`src/rtl/fre_pkg.sv`:
```
// Shared types and constants for the fre_meas_ctrl frequency measurement slice.
package fre_pkg;

    typedef enum logic [2:0] {
        IDLE,
        GATE,
        CAPTURE,
        CONVERT,
        UPDATE
    } state_t;

    typedef logic [3:0] bcd_t;

    localparam int   MAX_DISP  = 9999;
    localparam bcd_t OVF_DIGIT = 4'd9;

    // One double-dabble correction: digits of 5 or more become >= 8 before the shift.
    function automatic bcd_t add3(input bcd_t d);
        return (d >= 4'd5) ? bcd_t'(d + 4'd3) : d;
    endfunction

endpackage

```
`src/rtl/bin2bcd_seq.sv`:
```
// Sequential double-dabble converter: start loads the binary value, BIN_W steps later
// done is high for one cycle while bcd carries the finished four-digit result.
module bin2bcd_seq #(
    parameter int BIN_W = 14
) (
    input  logic             clk,
    input  logic             rstn,
    input  logic             start,
    input  logic [BIN_W-1:0] bin,
    output logic             done,
    output logic [15:0]      bcd
);
    import fre_pkg::*;

    localparam int CNT_BITS = $clog2(BIN_W + 1);

    logic [BIN_W-1:0]    shreg;
    logic [15:0]         acc;
    logic [15:0]         adj;
    logic [CNT_BITS-1:0] step;
    logic                active;

    // bcd is the result of the step in progress, so on the last step it is the final value.
    always_comb begin
        adj  = {add3(acc[15:12]), add3(acc[11:8]), add3(acc[7:4]), add3(acc[3:0])};
        bcd  = {adj[14:0], shreg[BIN_W-1]};
        done = active && (step == CNT_BITS'(BIN_W - 1));
    end

    always_ff @(posedge clk or negedge rstn) begin
        if (!rstn) begin
            shreg  <= '0;
            acc    <= '0;
            step   <= '0;
            active <= 1'b0;
        end else if (start) begin
            shreg  <= bin;
            acc    <= '0;
            step   <= '0;
            active <= 1'b1;
        end else if (active) begin
            acc   <= bcd;
            shreg <= {shreg[BIN_W-2:0], 1'b0};
            step  <= step + 1'b1;
            if (done) begin
                active <= 1'b0;
            end
        end
    end

endmodule

```
`src/rtl/fre_meas_ctrl.sv`:
```
// Frequency meter controller: gate window, synchronised edge count, BCD publish.
// Define FRE_GATE_SEL_EN to add gate_sel (1/10 window, count scaled by 10).
module fre_meas_ctrl #(
    parameter int GATE_CYCLES = 50_000_000,
    parameter int CNT_W       = 14,
    parameter int MAX_DISP    = fre_pkg::MAX_DISP
) (
    input  logic       clk,
    input  logic       rstn,
    input  logic       en,
    input  logic       wave_msb,
`ifdef FRE_GATE_SEL_EN
    input  logic       gate_sel,
`endif
    output logic [3:0] fre_thou,
    output logic [3:0] fre_hund,
    output logic [3:0] fre_ten,
    output logic [3:0] fre_one,
    output logic       meas_valid,
    output logic       busy,
    output logic       overflow
);
    import fre_pkg::*;

    localparam int                GATE_W    = $clog2(GATE_CYCLES);
    localparam int                CAP_W     = CNT_W + 4;
    localparam logic [GATE_W-1:0] GATE_LAST = GATE_W'(GATE_CYCLES - 1);
    localparam logic [CNT_W-1:0]  CNT_SAT   = '1;
    localparam logic [CAP_W-1:0]  DISP_LIM  = CAP_W'(MAX_DISP);

    state_t            state, next_state;
    logic              sync1, sync2, prev, edge_hit;
    logic [GATE_W-1:0] gate_cnt, gate_lim;
    logic [CNT_W-1:0]  edge_cnt, conv_bin;
    logic [CAP_W-1:0]  cap_val;
    logic              cap_ovf, ovf, conv_start, conv_done, gate_entry;
    logic [15:0]       conv_bcd;

    // NOTE: non-blocking assignments make the three flops shift together on one edge.
    always_ff @(posedge clk or negedge rstn) begin
        if (!rstn) begin
            sync1 <= 1'b0;
            sync2 <= 1'b0;
            prev  <= 1'b0;
        end else begin
            sync1 <= wave_msb;
            sync2 <= sync1;
            prev  <= sync2;
        end
    end

    assign edge_hit   = sync2 & ~prev;
    assign gate_entry = (state != GATE) && (next_state == GATE);

`ifdef FRE_GATE_SEL_EN
    localparam logic [GATE_W-1:0] GATE_LAST_SHORT = GATE_W'(GATE_CYCLES / 10 - 1);
    logic sel_q;

    always_ff @(posedge clk or negedge rstn) begin
        if (!rstn) begin
            sel_q <= 1'b0;
        end else if (gate_entry) begin
            sel_q <= gate_sel;
        end
    end

    assign gate_lim = sel_q ? GATE_LAST_SHORT : GATE_LAST;
    assign cap_val  = sel_q ? (CAP_W'(edge_cnt) << 3) + (CAP_W'(edge_cnt) << 1)
                            : CAP_W'(edge_cnt);
`else
    assign gate_lim = GATE_LAST;
    assign cap_val  = CAP_W'(edge_cnt);
`endif

    assign cap_ovf    = cap_val > DISP_LIM;
    assign conv_start = (state == CAPTURE);
    assign conv_bin   = cap_ovf ? '0 : cap_val[CNT_W-1:0];
    assign busy       = (state != IDLE);

    always_ff @(posedge clk or negedge rstn) begin
        if (!rstn) begin
            state <= IDLE;
        end else begin
            state <= next_state;
        end
    end

    // NOTE: next_state gets its default first, so no path through the case infers a latch.
    always_comb begin
        next_state = state;
        unique case (state)
            IDLE:    if (en) next_state = GATE;
            GATE:    if (!en) next_state = IDLE;
                     else if (gate_cnt == gate_lim) next_state = CAPTURE;
            CAPTURE: next_state = CONVERT;
            CONVERT: if (conv_done) next_state = UPDATE;
            UPDATE:  next_state = en ? GATE : IDLE;
            default: next_state = IDLE;
        endcase
    end

    always_ff @(posedge clk or negedge rstn) begin
        if (!rstn) begin
            gate_cnt <= '0;
            edge_cnt <= '0;
            ovf      <= 1'b0;
        end else begin
            if (gate_entry) begin
                gate_cnt <= '0;
                edge_cnt <= '0;
            end else if (state == GATE) begin
                gate_cnt <= gate_cnt + 1'b1;
                if (edge_hit && (edge_cnt != CNT_SAT)) begin
                    edge_cnt <= edge_cnt + 1'b1;
                end
            end
            if (state == CAPTURE) begin
                ovf <= cap_ovf;
            end
        end
    end

    bin2bcd_seq #(
        .BIN_W (CNT_W)
    ) u_bin2bcd (
        .clk   (clk),
        .rstn  (rstn),
        .start (conv_start),
        .bin   (conv_bin),
        .done  (conv_done),
        .bcd   (conv_bcd)
    );

    // Digits and meas_valid register on the edge into UPDATE, so both are seen together there.
    always_ff @(posedge clk or negedge rstn) begin
        if (!rstn) begin
            {fre_thou, fre_hund, fre_ten, fre_one} <= '0;
            overflow   <= 1'b0;
            meas_valid <= 1'b0;
        end else begin
            meas_valid <= 1'b0;
            if ((state == CONVERT) && conv_done) begin
                meas_valid <= 1'b1;
                overflow   <= ovf;
                if (ovf) begin
                    {fre_thou, fre_hund, fre_ten, fre_one} <= {4{OVF_DIGIT}};
                end else begin
                    {fre_thou, fre_hund, fre_ten, fre_one} <= conv_bcd;
                end
            end
        end
    end

endmodule

```
`config.mk`:
```
export PLATFORM = sky130hd
export DESIGN_NAME = fre_meas_ctrl
export DESIGN_NICKNAME = d
export VERILOG_FILES = /design/src/rtl/fre_pkg.sv /design/src/rtl/bin2bcd_seq.sv /design/src/rtl/fre_meas_ctrl.sv
export SDC_FILE = /design/constraint.sdc
export NUM_CORES = 1
export LEC_CHECK = 0
export ABC_AREA = 1
export CAP_MARGIN = 30
export CORE_MARGIN = 3
export CORE_UTILIZATION = 65
export CTS_CLUSTER_SIZE = 8
export DETAILED_ROUTE_END_ITERATION = 12
export PLACE_DENSITY = 0.92
export SLEW_MARGIN = 40
export SYNTH_ARGS = -nofsm -noshare
export SYNTH_HDL_FRONTEND = slang
export SYNTH_SLANG_ARGS = --single-unit
```
`constraint.sdc`:
```
create_clock -name clk -period 5 [get_ports clk]
set_clock_uncertainty 0.2 [all_clocks]
set_input_delay 1 -clock clk [delete_from_list [all_inputs] [get_ports clk]]
set_output_delay 1 -clock clk [all_outputs]
set_load 0.01 [all_outputs]
```
# Word-level counts from Yosys, hierarchy flattened
# Cells that the tools add are included.
# classes
n_reduce_logical	10
n_eq_ne	9
magnitude_cmp	5
n_addsub	7
mux	30
bitwise_logic	2
# ops
op	count
14-bit 2-to-1 mux	6
26-bit 2-to-1 mux	2
4-bit 2-to-1 mux	9
16-bit 2-to-1 mux	2
26-bit by 1-bit adder with 26-bit output, second input constant	1
26-bit equality test, second input constant	1
4-bit by 3-bit greater-or-equal comparator with 1-bit output, second input constant	4
3-bit 2-to-1 mux	5
3-bit one-hot mux with 5 select lines	1
14-bit by 1-bit adder with 14-bit output, second input constant	1
14-bit > comparator, second input constant	1
14-bit inequality test, second input constant	1
4-bit by 2-bit adder with 4-bit output, second input constant	3
3-bit by 1-bit equality test with 1-bit output, second input constant	2
3-bit by 2-bit equality test with 1-bit output, second input constant	2
2-bit nonzero test	3
1-bit 2-to-1 mux	5
4-bit by 1-bit adder with 4-bit output, second input constant	1
4-bit equality test, second input constant	1
1-bit logical AND	4
3-bit by 2-bit adder with 3-bit output, second input constant	1
3-bit equality test, second input constant	1
3-bit zero test	1
3-bit by 1-bit inequality test with 1-bit output, second input constant	1
other kinds (4)	4
# word_totals
inputBits	4
output_inout_bits	19
register_bits	100
wordCells	80

# Longest topological paths before layout
# logic_depth
depth_word	8
ltp_mapped	12
mapped_depth_nobuf	12

# By module
# A second synthesis with hierarchy kept.
# hier_totals
hier_cells	692
hier_area_um2	5522.8
# by_module_without_submodules
mod	area_per_inst_um2	seq_area_each_um2	n_inst	cells_each
fre_meas_ctrl	3527.1	1626.6	1	448
bin2bcd_seq	1995.7	875.8	1	244

# Least setup slack after synthesis
# OpenSTA, ideal clock, no wires.
# synth_path
kind	input -> register
start	in en
end	reg gate_cnt[0]
path_buffers	0
cell_stages	8
path_slack_ns	2.994
required_time_ns	4.684
setup_ns	0.116
t_arrival_ns	1.689
path_cell_list	nand2_2 > inv_2 > a21oi_1 > nand2_1 > nand2_2 > nand2_1 > nand2_1 > nand2_1
# synth_via
elab_chain_cells	5
elab_cells_between_ends	8
cone_classes	1 x eq/ne; 5 x mux; 2 x reduce/logical
# synth_rtl
element	line_no	rtl
start, declared	fre_meas_ctrl.sv:10	input logic en,
1-bit 2-to-1 mux (tied with other cells)	fre_meas_ctrl.sv:97	UPDATE: next_state = en ? GATE : IDLE;
3-bit one-hot mux with 5 select lines (*)	fre_meas_ctrl.sv:91	unique case (state)
via next_state[0]	fre_meas_ctrl.sv:31	state_t state, next_state;
3-bit by 1-bit equality test with 1-bit output (*)	fre_meas_ctrl.sv:53	assign gate_entry = (state != GATE) && (next_state == GATE);
1-bit logical AND (*)	fre_meas_ctrl.sv:53	
26-bit 2-to-1 mux or 2-bit nonzero test (tied branches)	--	
end signal, assigned	fre_meas_ctrl.sv:112	gate_cnt <= gate_cnt + 1'b1;
end, declared	fre_meas_ctrl.sv:33	logic [GATE_W-1:0] gate_cnt, gate_lim;
# Mark *: on every way through the listed nets, which the timed path passes. The rest lies on a longest branch.
# A chain may end at the register's enable or synchronous reset.

# Worst setup path in the final report
# layout_path
start	reg state[0]
end	out busy
# layout_via
elab_chain_cells	1
# layout_rtl
element	line_no	rtl
start, declared	fre_meas_ctrl.sv:31	
start signal, assigned	fre_meas_ctrl.sv:84	state <= next_state;
3-bit nonzero test	fre_meas_ctrl.sv:78	assign busy = (state != IDLE);
end, declared	fre_meas_ctrl.sv:20	output logic busy,
# No other way between the ends.

==> results.json <==
{
  "status": "finished clean",
  "routedWlPerCell_um": 15.5,
  "gp_congestion": 0.898,
  "drt-initial-drc-count": 442,
  "diodes": 0,
  "r2r-start": "u_bin2bcd.active",
  "crit_required_ns": 3.80,
  "synthTopCellsByArea": "dfrtp_1, nand2_1, o21ai_0",
  "antenna_found_initial": 0,
  "area_delta_synth_final_pct": 10.1,
  "maxSlewHeadroom_pct": 53.5,
  "fin_crit_ns": 2.92,
  "clkSlewWorstSetupHoldPaths_ns": 0.10,
  "port_buffers": 22,
  "crit_path_max_fanout": 5,
  "combPwrFrac_pct": 7.6,
  "setup.worst_path.start_class": "flop",
  "maxCapViolations": 0,
  "syn_nets": 637,
  "layout-drive-gt1-share_pct": 7.42,
  "grt_max_degree": 79,
  "swShare_pct": 27.2,
  "startpoint": "state[0]",
  "avgSynthCellArea_sq_um": 8.15,
  "critPathKind": "reg -> out",
  "clockRootBuffer": "clkbuf_8",
  "num_rows": 31,
  "cpMaxStageDelayCell": "clkdlybuf4s50_1",
  "cts_resized": 0,
  "die-height_um": 94.2,
  "overflow": 0,
  "htreeDepth": 3,
  "synth_top_area_share_pct": 49.5,
  "tns_ns": 0,
  "clkPwrFrac_pct": 36.3,
  "clock_path_buffers": 2,
  "fmax_ghz": 0.343,
  "via_count": 4420,
  "dieArea_sq_um": 8880,
  "crit_chain": "nor2_1 -> nand2_1 -> clkdlybuf4s50_1",
  "synth_edf_count": 0,
  "crit_family": "buffers and inverters",
  "worst_setup_path_end_kind": "output pin",
  "drv_slew": 0,
  "nNetsFinal": 658,
  "hold_ws_ns": 0.161,
  "coreArea_sq_um": 7410,
  "cp_num_buf_inv": 1,
  "grt_pass1_vias": 4160,
  "drcViolationCount": 0,
  "arrival_ns": 1.72,
  "rrSetupSlack_ns": 2.63,
  "hp-class": "reg -> reg",
  "dr.pass1.iters": 5,
  "clk_latency_ns": 0.38,
  "post_cts_buffers": 0,
  "cts_tree": "yes",
  "start_util_pct": 68.3,
  "grt_pass1_wl_um": 19700,
  "intPower_mw": 1.11,
  "cts_buffers": 9,
  "period_share_pct": 58.3,
  "seq_power_share_pct": 56.2,
  "r2r-end": "fre_ten[0]",
  "synth_top_area_cell": "dfrtp_1",
  "cts.hold.buffers_added": 0,
  "worst_pin_slew_ns": 0.697,
  "whs_path_depth": 0,
  "die_w_um": 94.2,
  "pwr_density_cell_nw_per_um2": 274,
  "min_to": "sync2",
  "wl_um": 11600,
  "synthesis.instances": 621,
  "grt_util_all_layers_pct": 28.5,
  "cellLeakagePower_nw": 2.55,
  "cp_slowest_stage_delay_ns": 0.50,
  "setup_viol": 0,
  "hold_viol": 0,
  "min_from": "sync1",
  "synth_flop_cell": "dfrtp_1",
  "async_reset_ff_share_pct": 100,
  "reg2reg_depth": 8,
  "power.switching_uw": 414,
  "dpl.hpwl_um": 7940,
  "synth_area_sq_um": 5060,
  "yosysWarnings": 0,
  "irDropWorstVdd_v": 0.000177,
  "vias_per_cell": 5.92,
  "yosysSeqAreaShare_pct": 49.5,
  "ys_seq_elements": 100,
  "clkSinkCount": 100,
  "ant_nets": 0,
  "synthDistinctLibCells": 36,
  "io_pins": 23,
  "rsz0062_at_grt": "false"
}
## cell usage in the layout (no fill, tap or decap), drive strengths merged, types with 2 or more instances in the layout
master,synthesis,layout
nand2,135,135
clkinv,2,3
inv,71,72
buf,9,3
clkbuf,5,10
o21ai,58,58
xnor2,4,4
ha,12,12
nor2,71,71
or2,7,7
o22ai,18,18
dfrtp,100,100
o31ai,7,7
xor2,12,12
a21oi,29,29
clkdlybuf4s50,0,21
o211ai,2,2
nand4,10,10
clkinvlp,0,3
nand3,49,49
nor3,14,14
## registers in the layout (all words and copies together) (netlist names)
| register | flops |
|---|---|
| gate_cnt | 26 |
| u_bin2bcd.acc | 16 |
| edge_cnt | 14 |
| u_bin2bcd.shreg | 14 |
| fre_hund | 4 |
| fre_one | 4 |
| fre_ten | 4 |
| fre_thou | 4 |
| u_bin2bcd.step | 4 |
| state | 3 |
| meas_valid | 1 |
| overflow | 1 |
| ovf | 1 |
| prev | 1 |
| sync1 | 1 |
| sync2 | 1 |
| u_bin2bcd.active | 1 |
## through the flow
step	util [%]	area, sq um	setup slack [ns]	power, mW	instances
2_1_floorplan	-	5060	2.99	0.939	621
3_3_place_gp	72.2	5350	2.13	0.976	730
3_5_place_dp	72.3	5360	2.07	0.985	730
4_1_cts	75.2	5570	2.09	1.52	746
5_1_grt	75.2	5570	2.04	1.58	746
6_report	75.2	5570	2.08	1.52	746
## worst max path at each step
stage | to | slack [ns] | depth (start not counted)
final | busy | 2.08 | 3
after global routing | busy | 2.04 | 3
after CTS | busy | 2.09 | 3
after detailed placement | gate_cnt[0] | 2.07 | 9
after global placement | gate_cnt[0] | 2.13 | 9
after floorplan | gate_cnt[0] | 2.99 | 8
## kinds of logic (layout without fill, tap and decap cells)
logic type / Yosys count / in the layout / share of synthesized area [%]
DFF: 100 / 100 / 49.5
and+or+nand+nor: 289 / 289 / 25.1
adders and majority gates: 12 / 12 / 2.97
xor gates and xnor gates: 16 / 16 / 2.77
buffers and inverters: 87 / 113 / 6.83
AOI/OAI and AO/OA: 117 / 117 / 12.9
## routing by layer
metal	GRT usage, %	wire [um]
met3	4.25	610
met2	47.0	5710
met4	11.3	262
met1	37.9	4980
met5	0	0
## cell type report
| class | instances | area [sq um] |
|---|---|---|
| fillers | 526 | 1840 |
| flip-flops and latches | 100 | 2500 |
| repair buffers | 24 | 236 |
| clock inverters | 6 | 72.6 |
| well taps | 99 | 124 |
| multi-input cells | 434 | 2220 |
| inverters | 73 | 279 |
| clock buffers | 10 | 138 |
## worst register-to-register path: stages, from the launching register on
cell and delay [ns]:
dfrtp_1 0.44, inv_1 0.30, nor2_1 0.14, inv_1 0.09, nor2_1 0.04, buf_4 0.18
nand2_1 0.26, clkinv_1 0.36, a21oi_1 0.26
## synth_stat cells (2+ instances only)
| master | count |
|---|---|
| nand2_1 | 130 |
| dfrtp_1 | 100 |
| nor2_1 | 68 |
| inv_1 | 66 |
| o21ai_0 | 52 |
| nand3_1 | 48 |
| a21oi_1 | 29 |
| o22ai_1 | 18 |
| ha_1 | 12 |
| xor2_1 | 12 |
| nand4_1 | 10 |
| nor3_1 | 10 |
| buf_2 | 8 |
| o31ai_1 | 7 |
| or2_2 | 7 |
| clkbuf_1 | 5 |
| inv_2 | 5 |
| o21ai_1 | 5 |
| nand2_2 | 4 |
| xnor2_1 | 4 |
| nor2_2 | 3 |
| nor3_2 | 3 |
| o211ai_1 | 2 |
## power groups by stage
stage / Sequential [mW] / Combinational (mW) / Clock (mW)
detailed placement: 0.870 / 0.115 / 0
CTS: 0.855 / 0.116 / 0.550
global route: 0.860 / 0.132 / 0.584
floorplan: 0.864 / 0.0756 / 0
global placement: 0.869 / 0.107 / 0
finish: 0.856 / 0.115 / 0.553
Note: power is estimated with default switching activity, not from simulation.
